### src/rtl/mem_arb_pkg.sv
// Shared types and lane helpers for the multi-channel RAM port arbiter.
// Lane functions map a byte address offset and access size onto the 32-bit RAM word.
package mem_arb_pkg;

  typedef enum logic [1:0] {
    SZ_BYTE = 2'b00,
    SZ_HALF = 2'b01,
    SZ_WORD = 2'b10,
    SZ_ILL  = 2'b11
  } size_e;

  // Channel field is sized for the largest supported NUM_CH (8).
  localparam int CH_W = 3;

  typedef struct packed {
    logic            vld;
    logic [CH_W-1:0] ch;
    logic            we;
    size_e           size;
    logic [1:0]      off;
    logic            err;
  } rsp_tag_t;

  function automatic logic [3:0] lane_enable(size_e size, logic [1:0] off);
    case (size)
      SZ_BYTE: lane_enable = 4'b0001 << off;
      SZ_HALF: lane_enable = off[1] ? 4'b1100 : 4'b0011;
      SZ_WORD: lane_enable = 4'b1111;
      default: lane_enable = 4'b0000;
    endcase
  endfunction

  function automatic logic [31:0] extract_lane(logic [31:0] q, size_e size, logic [1:0] off);
    case (size)
      SZ_BYTE: extract_lane = {24'h0, q[{off, 3'b000} +: 8]};
      SZ_HALF: extract_lane = off[1] ? {16'h0, q[31:16]} : {16'h0, q[15:0]};
      default: extract_lane = q;
    endcase
  endfunction

  function automatic logic [31:0] replicate_lanes(size_e size, logic [31:0] wdata);
    case (size)
      SZ_BYTE: replicate_lanes = {4{wdata[7:0]}};
      SZ_HALF: replicate_lanes = {2{wdata[15:0]}};
      default: replicate_lanes = wdata;
    endcase
  endfunction

  function automatic logic [31:0] size_bytes(size_e size);
    case (size)
      SZ_BYTE: size_bytes = 32'd1;
      SZ_HALF: size_bytes = 32'd2;
      default: size_bytes = 32'd4;
    endcase
  endfunction

endpackage

### src/rtl/rr_arbiter.sv
// Round-robin arbiter: combinational one-hot grant starting at the pointer,
// pointer moves past the granted channel whenever the grant is consumed.
module rr_arbiter #(
  parameter int  NUM_CH = 4,
  localparam int PW     = (NUM_CH > 1) ? $clog2(NUM_CH) : 1
) (
  input  logic              clk,
  input  logic              reset,
  input  logic [NUM_CH-1:0] req_i,
  input  logic              advance_i,
  output logic [NUM_CH-1:0] grant_o,
  output logic [PW-1:0]     grant_idx_o
);

  logic [PW-1:0] ptr_q, ptr_d;
  logic [PW-1:0] idx;
  logic          found;

  // NOTE: every output of this block gets a default first, so no path leaves a latch.
  always_comb begin
    grant_o     = '0;
    grant_idx_o = '0;
    found       = 1'b0;
    idx         = ptr_q;
    for (int i = 0; i < NUM_CH; i++) begin
      if (!found && req_i[idx]) begin
        found        = 1'b1;
        grant_o[idx] = 1'b1;
        grant_idx_o  = idx;
      end
      idx = (idx == PW'(NUM_CH - 1)) ? '0 : idx + PW'(1);
    end
    ptr_d = (grant_idx_o == PW'(NUM_CH - 1)) ? '0 : grant_idx_o + PW'(1);
  end

  // NOTE: state registers use non-blocking assignments so all flops update together.
  always_ff @(posedge clk) begin
    if (reset)          ptr_q <= '0;
    else if (advance_i) ptr_q <= ptr_d;
  end

endmodule

### src/rtl/mem_port_arbiter.sv
// NUM_CH requesters share one single-port RAM: round-robin accept, legality check,
// lane-aligned RAM drive, and channel-tagged responses READ_LATENCY cycles later.
module mem_port_arbiter
  import mem_arb_pkg::*;
#(
  parameter int  NUM_CH       = 4,
  parameter int  ADDR_WIDTH   = 32,
  parameter int  DEPTH_WORDS  = 8192,
  parameter int  READ_LATENCY = 2,
  parameter int  INIT_CYCLES  = 16,
  localparam int RAW          = $clog2(DEPTH_WORDS),
  localparam int PW           = (NUM_CH > 1) ? $clog2(NUM_CH) : 1,
  localparam int ICW          = $clog2(INIT_CYCLES + 1)
) (
  input  logic                         clk,
  input  logic                         reset,
  input  logic [NUM_CH-1:0]            req_valid,
  output logic [NUM_CH-1:0]            req_ready,
  input  logic [NUM_CH-1:0]            req_we,
  input  logic [2*NUM_CH-1:0]          req_size,
  input  logic [ADDR_WIDTH*NUM_CH-1:0] req_addr,
  input  logic [32*NUM_CH-1:0]         req_wdata,
  output logic [NUM_CH-1:0]            rsp_valid,
  output logic                         rsp_we,
  output logic                         rsp_err,
  output logic [31:0]                  rsp_rdata,
  output logic [RAW-1:0]               ram_addr,
  output logic [3:0]                   ram_byteena,
  output logic [31:0]                  ram_wdata,
  output logic                         ram_wren,
  output logic                         ram_rden,
  input  logic [31:0]                  ram_q,
  output logic                         init_done,
  output logic [31:0]                  read_count,
  output logic [31:0]                  write_count,
  output logic [31:0]                  bytes_transferred,
  output logic [31:0]                  error_count,
  output logic [31:0]                  conflict_cycles
);

  logic [ADDR_WIDTH-1:0] addr_a  [NUM_CH];
  logic [31:0]           wdata_a [NUM_CH];
  size_e                 size_a  [NUM_CH];

  for (genvar c = 0; c < NUM_CH; c++) begin : g_unpack
    assign addr_a[c]  = req_addr[c*ADDR_WIDTH +: ADDR_WIDTH];
    assign wdata_a[c] = req_wdata[c*32 +: 32];
    assign size_a[c]  = size_e'(req_size[c*2 +: 2]);
  end

  logic [NUM_CH-1:0] grant;
  logic [PW-1:0]     gidx;
  logic              accept, ram_go, multi_valid;
  logic              init_done_q;
  logic [ICW-1:0]    init_cnt_q;

  logic [ADDR_WIDTH-1:0] sel_addr;
  size_e                 sel_size;
  logic                  sel_we, sel_err;

  rsp_tag_t tag_q [READ_LATENCY];
  rsp_tag_t push_tag, tail;

  logic [31:0] rd_cnt_q, wr_cnt_q, bytes_q, err_cnt_q, conflict_q;

  rr_arbiter #(.NUM_CH(NUM_CH)) u_rr (
    .clk         (clk),
    .reset       (reset),
    .req_i       (req_valid),
    .advance_i   (accept),
    .grant_o     (grant),
    .grant_idx_o (gidx)
  );

  assign accept      = init_done_q && (req_valid != '0);
  assign req_ready   = init_done_q ? grant : '0;
  assign multi_valid = (req_valid & (req_valid - NUM_CH'(1))) != '0;
  assign tail        = tag_q[READ_LATENCY-1];

  always_comb begin
    sel_addr = addr_a[gidx];
    sel_size = size_a[gidx];
    sel_we   = req_we[gidx];
    // Out-of-range check is a shift so it stays correct for any ADDR_WIDTH.
    sel_err  = (sel_size == SZ_ILL)
            || ((sel_addr >> (RAW + 2)) != '0)
            || (sel_size == SZ_HALF && sel_addr[0])
            || (sel_size == SZ_WORD && sel_addr[1:0] != 2'b00);
    ram_go      = accept && !sel_err;
    ram_addr    = ram_go ? sel_addr[RAW+1:2] : '0;
    ram_byteena = ram_go ? lane_enable(sel_size, sel_addr[1:0]) : '0;
    ram_wdata   = ram_go ? replicate_lanes(sel_size, wdata_a[gidx]) : '0;
    ram_wren    = ram_go && sel_we;
    ram_rden    = ram_go && !sel_we;

    push_tag = '0;
    if (accept) begin
      push_tag.vld  = 1'b1;
      push_tag.ch   = CH_W'(gidx);
      push_tag.we   = sel_we;
      push_tag.size = sel_size;
      push_tag.off  = sel_addr[1:0];
      push_tag.err  = sel_err;
    end
  end

  always_comb begin
    rsp_valid = '0;
    for (int c = 0; c < NUM_CH; c++) rsp_valid[c] = tail.vld && (tail.ch == CH_W'(c));
    rsp_we    = tail.vld && tail.we;
    rsp_err   = tail.vld && tail.err;
    rsp_rdata = (tail.vld && !tail.we && !tail.err) ? extract_lane(ram_q, tail.size, tail.off) : '0;
  end

  always_ff @(posedge clk) begin
    if (reset) begin
      init_cnt_q  <= '0;
      init_done_q <= 1'b0;
      // NOTE: the tag shift register is reset because its valid bits must never leak stale responses.
      for (int i = 0; i < READ_LATENCY; i++) tag_q[i] <= '0;
      rd_cnt_q    <= '0;
      wr_cnt_q    <= '0;
      bytes_q     <= '0;
      err_cnt_q   <= '0;
      conflict_q  <= '0;
    end else begin
      if (!init_done_q) begin
        init_cnt_q <= init_cnt_q + ICW'(1);
        if (init_cnt_q == ICW'(INIT_CYCLES - 1)) init_done_q <= 1'b1;
      end
      tag_q[0] <= push_tag;
      for (int i = 1; i < READ_LATENCY; i++) tag_q[i] <= tag_q[i-1];
      if (init_done_q && multi_valid) conflict_q <= conflict_q + 32'd1;
      if (tail.vld) begin
        if (tail.err) begin
          err_cnt_q <= err_cnt_q + 32'd1;
        end else begin
          if (tail.we) wr_cnt_q <= wr_cnt_q + 32'd1;
          else         rd_cnt_q <= rd_cnt_q + 32'd1;
          bytes_q <= bytes_q + size_bytes(tail.size);
        end
      end
    end
  end

  assign init_done         = init_done_q;
  assign read_count        = rd_cnt_q;
  assign write_count       = wr_cnt_q;
  assign bytes_transferred = bytes_q;
  assign error_count       = err_cnt_q;
  assign conflict_cycles   = conflict_q;

endmodule

### config.mk
export PLATFORM = sky130hd
export DESIGN_NAME = mem_port_arbiter
export DESIGN_NICKNAME = d
export VERILOG_FILES = /design/src/rtl/mem_arb_pkg.sv /design/src/rtl/rr_arbiter.sv /design/src/rtl/mem_port_arbiter.sv
export SDC_FILE = /design/constraint.sdc
export NUM_CORES = 1
export LEC_CHECK = 0
export CAP_MARGIN = 10
export CORE_AREA = 3 3 219 221
export CTS_CLUSTER_DIAMETER = 80
export DETAILED_ROUTE_END_ITERATION = 10
export DIE_AREA = 0 0 222 224
export GPL_TIMING_DRIVEN = 0
export HOLD_SLACK_MARGIN = 0.1
export SLEW_MARGIN = 20
export SYNTH_ARGS = -nofsm -noshare
export SYNTH_HDL_FRONTEND = slang
export SYNTH_SLANG_ARGS = --single-unit
### constraint.sdc
create_clock -name clk -period 4.3 [get_ports clk]
set_input_delay 0.86 -clock clk [delete_from_list [all_inputs] [get_ports clk]]
set_output_delay 0.86 -clock clk [all_outputs]
set_load 0.05 [all_outputs]
==> flow_summary_export.csv, run 1 <==
group,metric,value,unit
global_route,grt.total_usage,20.6,%
timing,relSlewSlack,41.5,%
timing,worst_slack,-837,ps
worst_setup_path,end_kind,"primary output",
worst_setup_path,path_class,"register to primary output",
synthesis,synth-seq-cells,186,
timing,worst_pin_slew,877,ps
clock_tree,cts_buffers,17,
worst_setup_path,start_kind,"register",
die,rows,79,
clock_tree,root_buffer,"clkbuf_16",
synthesis,synth_fp_nets,1716,
routing,via_count,12800,
power_and_ir_drop,p_sw_share,28.6,%
timing,max_freq,195,MHz
power_and_ir_drop,internal_power,2.93,mW
synthesis,syn_area,11300,um2
synthesis,synth_edf_count,0,
timing,drv_slew,0,
synthesis,avgSynthCellArea,8.07,um2
layout,drive_above_1_share,14.0,%
synthesis,yosysSeqAreaShare,33.0,%
power_and_ir_drop,clock_power_share,36.4,%
routing,wl_per_cell,20.5,um
die,die_y,224,um
min_path,hold_path_class,"register to register",
global_route,first_global_vias,12600,
placement,pre_cts_ws,-2480,ps
synthesis,async_flop_share,0,%
global_route,grt_pass1_wl,79100,um
clock_tree,max-clock-path-buffers,2,
global_route,grt_max_degree,18,
timing,fin_crit_sh,119,%
die,ios,560,
timing,setup_viol,51,
placement,gp_routability_congestion,0.920,
power_and_ir_drop,seqPwrFrac,42.0,%
layout,regArea,3730,um2
timing,fin_setup_tns,-37470,ps
clock_tree,clkTransAtPathRegs,80,ps
die,dieArea,49700,um2
worst_setup_path,critPathMaxFanout,8,
synthesis,synth_warnings,0,
die,core-area,46400,um2
power_and_ir_drop,pwr_density_cell,212,nW/um2
synthesis,synth_ff_type,"dfxtp_1",
power_and_ir_drop,p_switching,1.17,mW
clock_tree,cts.sinks,186,
die,start_util,24.3,%
layout,layout-area-overhead-vs-synth,71.6,%
timing,hold_violations,0,
layout,fillCellCount,4572,
routing,ant_nets,0,
die,die_x,222,um
power_and_ir_drop,power_frac_comb,21.6,%
placement,dp_hpwl,44400,um
clock_tree,insertion_delay,440,ps
layout,layout_commonest_cell,"clkdlybuf4s50_1",
power_and_ir_drop,power_leakage,6.95,nW
layout,final_cell_mix,"clkdlybuf4s50_1 (499), nor2_1 (206), dfxtp_1 (184)",
timing,finalClockSkew,14.9,ps
clock_tree,htree_levels,4,
global_route,antenna_found_initial,13,
routing,dr.pass1.iters,5,
synthesis,syn_inst,1396,
status,violations,"negative setup slack",
layout,nNetsFinal,2324,
worst_setup_path,required,3440,ps
layout,multi_input_area,7780,um2
status,status,"finished, violations left",
routing,drtIter0Drc,537,
power_and_ir_drop,irDropWorstVdd,258,uV
routing,drc_errors,0,
synthesis,yosysUniqueCellTypes,65,
clock_tree,postCtsHoldBufs,0,
global_route,grt-ovfl-total,0,
placement,io_buffers,557,
timing,rsz0062_at_grt,"true",
flow_run,drv_cap,0,
routing,vias_per_cell,4.86,
clock_tree,cts_tree,"built",
routing,wl,53900,um
worst_setup_path,critPathArrivalTime,4280,ps
timing,layout_min_cycle_time,5140,ps
layer usage:
layer	routed length [um]	vias up	track usage, %
met2	25900	451	35.7
met4	1600	6	6.01
met5	31	-	0
met3	3540	74	5.22
met1	22800	6102	25.3
li1	-	6122	-
critical path, cell delays in order, from the launching register on:
cell and delay [ps]:
dfxtp_4 360, buf_8 100, clkinvlp_4 100, ha_4 310, or4b_4 500, o221ai_4 110, o211ai_2 170, or2_4 320
a222oi_1 460, a31oi_4 100, a211oi_4 370, o211ai_4 190, buf_12 190, buf_8 120, a211oi_4 220, buf_6 190
final timing paths:
| check | startpoint | end | slack, ps | cells after the start |
|---|---|---|---|---|
| worst max-delay path | u_rr.ptr_q[0] | ram_addr[11] | -840 | 15 |
| worst min register to register | tag_q[0][4] | tag_q[0][14] | 440 | 1 |
| worst min-delay path | tag_q[0][4] | tag_q[0][14] | 440 | 1 |
| worst max register to register | u_rr.ptr_q[0] | tag_q[0][0] | 750 | 14 |
registers in the layout (all words and copies together), names as in the netlist:
register	count
init_done	1
error_count	32
bytes_transferred	32
tag_q	18
read_count	32
conflict_cycles	32
u_rr.ptr_q	2
write_count	32
init_cnt_q	5
kinds of logic after synthesis:
group	after synthesis	share of synthesized area (%)
simple gates	668	28.7
compound gates	228	15.3
flops	186	33.0
xor+xnor	131	10.2
buf+inv	100	4.08
mux	68	7.01
fa+ha+maj	15	1.71
power groups by stage:
stage	logic [mW]	clock network, mW	registers (mW)
floorplan	0.377	0	1.77
global placement	0.796	0	1.77
detailed placement	0.804	0	1.77
CTS	0.869	1.54	1.72
global route	0.945	1.60	1.72
finish	0.888	1.49	1.72
cells in the mapped netlist (5+ instances only):
library cell	count	area [um2]
nor3_1	15	75.1
and3_1	55	344
or3_1	28	175
nand3_1	50	250
nand2_1	145	544
nand4_1	32	200
a211oi_1	32	240
and4_1	10	87.6
buf_2	16	80.1
buf_6	5	56.3
clkbuf_1	50	188
o21ai_0	29	145
nand2b_1	9	56.3
dfxtp_1	186	3720
xnor2_1	42	368
a21oi_1	57	285
a22o_1	8	70.1
buf_4	7	52.6
inv_1	18	67.6
a31oi_1	19	119
nor2_1	224	841
ha_1	13	163
a22oi_1	12	90.1
and2_1	42	263
nor2b_1	29	181
xor2_1	89	780
mux2i_1	55	551
mux4_2	8	180
a32oi_1	8	70.1
o221a_2	9	101
nor4_1	16	100
a211oi_2	22	275
cell type report:
| type | count | share of cell area (%) |
|---|---|---|
| timing repair buffer | 591 | 30.7 |
| sequential | 186 | 19.3 |
| clock inverter | 14 | 0.589 |
| inverter | 19 | 0.388 |
| tap | 607 | 3.93 |
| antenna | 3 | 0.0388 |
| clock buffer | 18 | 2.22 |
| multi-input combinational | 1110 | 40.3 |
| buffer | 79 | 2.54 |
through the flow:
stage                     utilization (%)  cells  hold WS [ps]  power [mW]  instance area, um2
after floorplan                         -   1396           414        2.14               11600
after global placement               38.7   2560           429        2.56               18000
after detailed placement             38.7   2560           429        2.57               18000
after CTS                            41.3   2617           446        4.13               19100
after global routing                 41.7   2626           468        4.27               19300
final                                41.7   2627           442        4.11               19300
repair_timing:
action	CTS	global route
gates resized for setup	446	42
endpoints found under the setup margin	56	63
pin swaps	17	15
buffers inserted	25	9
gates cloned	1	0
Power figures use the tool's default switching activity.
==> run 2: changes to the inputs <==
--- a/config.mk
+++ b/config.mk
@@ -6,12 +6,15 @@
 export NUM_CORES = 1
 export LEC_CHECK = 0
 export CAP_MARGIN = 10
+export CELL_PAD_IN_SITES_DETAIL_PLACEMENT = 0
+export CELL_PAD_IN_SITES_GLOBAL_PLACEMENT = 1
 export CORE_AREA = 3 3 219 221
 export CTS_CLUSTER_DIAMETER = 80
 export DETAILED_ROUTE_END_ITERATION = 10
 export DIE_AREA = 0 0 222 224
 export GPL_TIMING_DRIVEN = 0
 export HOLD_SLACK_MARGIN = 0.1
+export PLACE_DENSITY = 0.83
 export SLEW_MARGIN = 20
 export SYNTH_ARGS = -nofsm -noshare
 export SYNTH_HDL_FRONTEND = slang
==> flow_summary_export.csv, run 2 (synthesis gave the netlist of run 1 again) <==
group,metric,value,unit
global_route,grt-ovfl-total,0,
die,core-area,46400,um2
timing,drv_slew,0,
power_and_ir_drop,irDropWorstVdd,234,uV
global_route,grt_max_degree,21,
global_route,grt.total_usage,20.2,%
die,rows,79,
status,status,"finished, violations left",
routing,ant_nets,0,
status,violations,"negative setup slack",
timing,worst_slack,-903,ps
layout,drive_above_1_share,14.1,%
worst_setup_path,critPathArrivalTime,4340,ps
layout,final_cell_mix,"clkdlybuf4s50_1 (497), nor2_1 (206), dfxtp_1 (184)",
die,start_util,24.3,%
layout,layout_commonest_cell,"clkdlybuf4s50_1",
clock_tree,cts.sinks,186,
clock_tree,max-clock-path-buffers,2,
placement,post_dp_cell_area,18000,um2
worst_setup_path,critPathMaxFanout,10,
placement,io_buffers,557,
routing,wl_per_cell,20.1,um
worst_setup_path,path_class,"register to primary output",
power_and_ir_drop,power_leakage,7.16,nW
worst_setup_path,required,3440,ps
worst_setup_path,max_stage_delay,360,ps
routing,wl,53000,um
worst_setup_path,cp_cell_sequence,"buf_8, clkinvlp_4, ha_4, mux2_4, a32oi_4, nand3_2, or3_4, buf_4, and2_4, a221o_1, a211oi_4, o211ai_4, buf_12, buf_8, a211oi_4, buf_6",
die,die_x,222,um
placement,dp_cells,2560,
placement,dp_hpwl,43500,um
layout,layout-area-overhead-vs-synth,74.1,%
routing,drtIter0Drc,629,
worst_setup_path,r2r-start,"u_rr.ptr_q[0]",
routing,dr.pass1.iters,5,
timing,hold_violations,0,
worst_setup_path,worst_path_dominant_cell_family,"compound AO/OA/AOI/OAI gates",
layout,final_area,19600,um2
placement,pre_cts_ws,-2430,ps
routing,via_count,12700,
flow_run,drv_cap,0,
timing,fin_crit_sh,121,%
timing,setup_viol,51,
power_and_ir_drop,p_total,4.20,mW
min_path,hp-start,"tag_q[0][9]",
clock_tree,insertion_delay,430,ps
clock_tree,htree_levels,4,
timing,finalClockSkew,18.5,ps
clock_tree,clkTransAtPathRegs,80,ps
clock_tree,postCtsHoldBufs,0,
timing,rsz0062_at_grt,"true",
worst_setup_path,start_kind,"register",
timing,layout_min_cycle_time,5200,ps
routing,vias_per_cell,4.82,
global_route,first_global_vias,13000,
die,ios,560,
clock_tree,cts_buffers,17,
timing,relSlewSlack,43.5,%
clock_tree,cts_tree,"built",
placement,gp_routability_congestion,0.968,
worst_setup_path,end_kind,"primary output",
layout,nNetsFinal,2332,
layout,instances_no_fill,2635,
timing,fin_setup_tns,-40300,ps
worst_setup_path,crit_buf_inv,6,
die,die_y,224,um
global_route,antenna_found_initial,9,
timing,worst_pin_slew,840,ps
worst_setup_path,crit_start,"u_rr.ptr_q[0]",
power_and_ir_drop,pwr_density_cell,214,nW/um2
global_route,grt_pass1_wl,78900,um
timing,max_freq,192,MHz
clock_tree,root_buffer,"clkbuf_16",
routing,drc_errors,0,
min_path,hold_path_class,"register to register",
worst_setup_path,critPathSlowestCell,"dfxtp_4",
die,dieArea,49700,um2
-- run 2: changes by cell type in the layout (fill, tap and decap cells not counted), moves of 3 or more --
| cell | previous run | this run |
|---|---|---|
| clkbuf_2 | 15 | 11 |
| clkinvlp_4 | 6 | 2 |
| nor2b_2 | 6 | 1 |
| buf_16 | 0 | 3 |
| clkinv_8 | 0 | 4 |
| nor2b_4 | 3 | 8 |
| buf_8 | 18 | 26 |
| a31oi_1 | 13 | 16 |
| buf_12 | 3 | 7 |
| buf_6 | 45 | 40 |
| a31oi_2 | 3 | 0 |
| dlymetal6s2s_1 | 0 | 3 |
| a32oi_2 | 2 | 5 |
| a32oi_4 | 7 | 4 |
-- run 2: layer usage --
metal | track usage (%) | up-vias | share of wire, %
met5 | 0 | - | 0.040
met2 | 37.3 | 418 | 51
met4 | 4.09 | 4 | 1.7
met1 | 24.2 | 6113 | 41
li1 | - | 6130 | -
met3 | 4.61 | 48 | 6.3
-- run 2: cell type report --
type                       count  area [um2]
fill                        4580       26700
multi-input combinational   1110        7780
timing repair buffer         600        6170
sequential                   186        3730
tap                          607         759
buffer                        78         495
clock buffer                  18         439
clock inverter                14         166
inverter                      19        75.1
antenna                        3        7.51
-- run 2: worst paths after layout --
kind | depth (start not counted) | endpoint | slack [ps]
max | 16 | ram_addr[8] | -900
min reg2reg | 1 | tag_q[0][19] | 430
max reg2reg | 14 | tag_q[0][5] | 770
min | 1 | tag_q[0][19] | 430
-- run 2: metrics by stage --
| stage | hold slack, ps | utilization, % |
|---|---|---|
| after floorplan | 414 | - |
| after global placement | 425 | 38.7 |
| after detailed placement | 424 | 38.7 |
| after CTS | 434 | 41.9 |
| after global routing | 459 | 42.3 |
| final | 433 | 42.3 |
-- run 2: where the power goes --
part | internal, mW | switching (mW)
Sequential | 1.72 | 0.00201
Combinational | 0.449 | 0.426
Clock | 0.805 | 0.799
Total | 2.98 | 1.23
-- run 2: timing repair --
action	CTS	global route
setup endpoints to repair	56	62
pin swaps	23	18
setup buffers	30	11
gates cloned	3	0
gates resized for setup	465	47
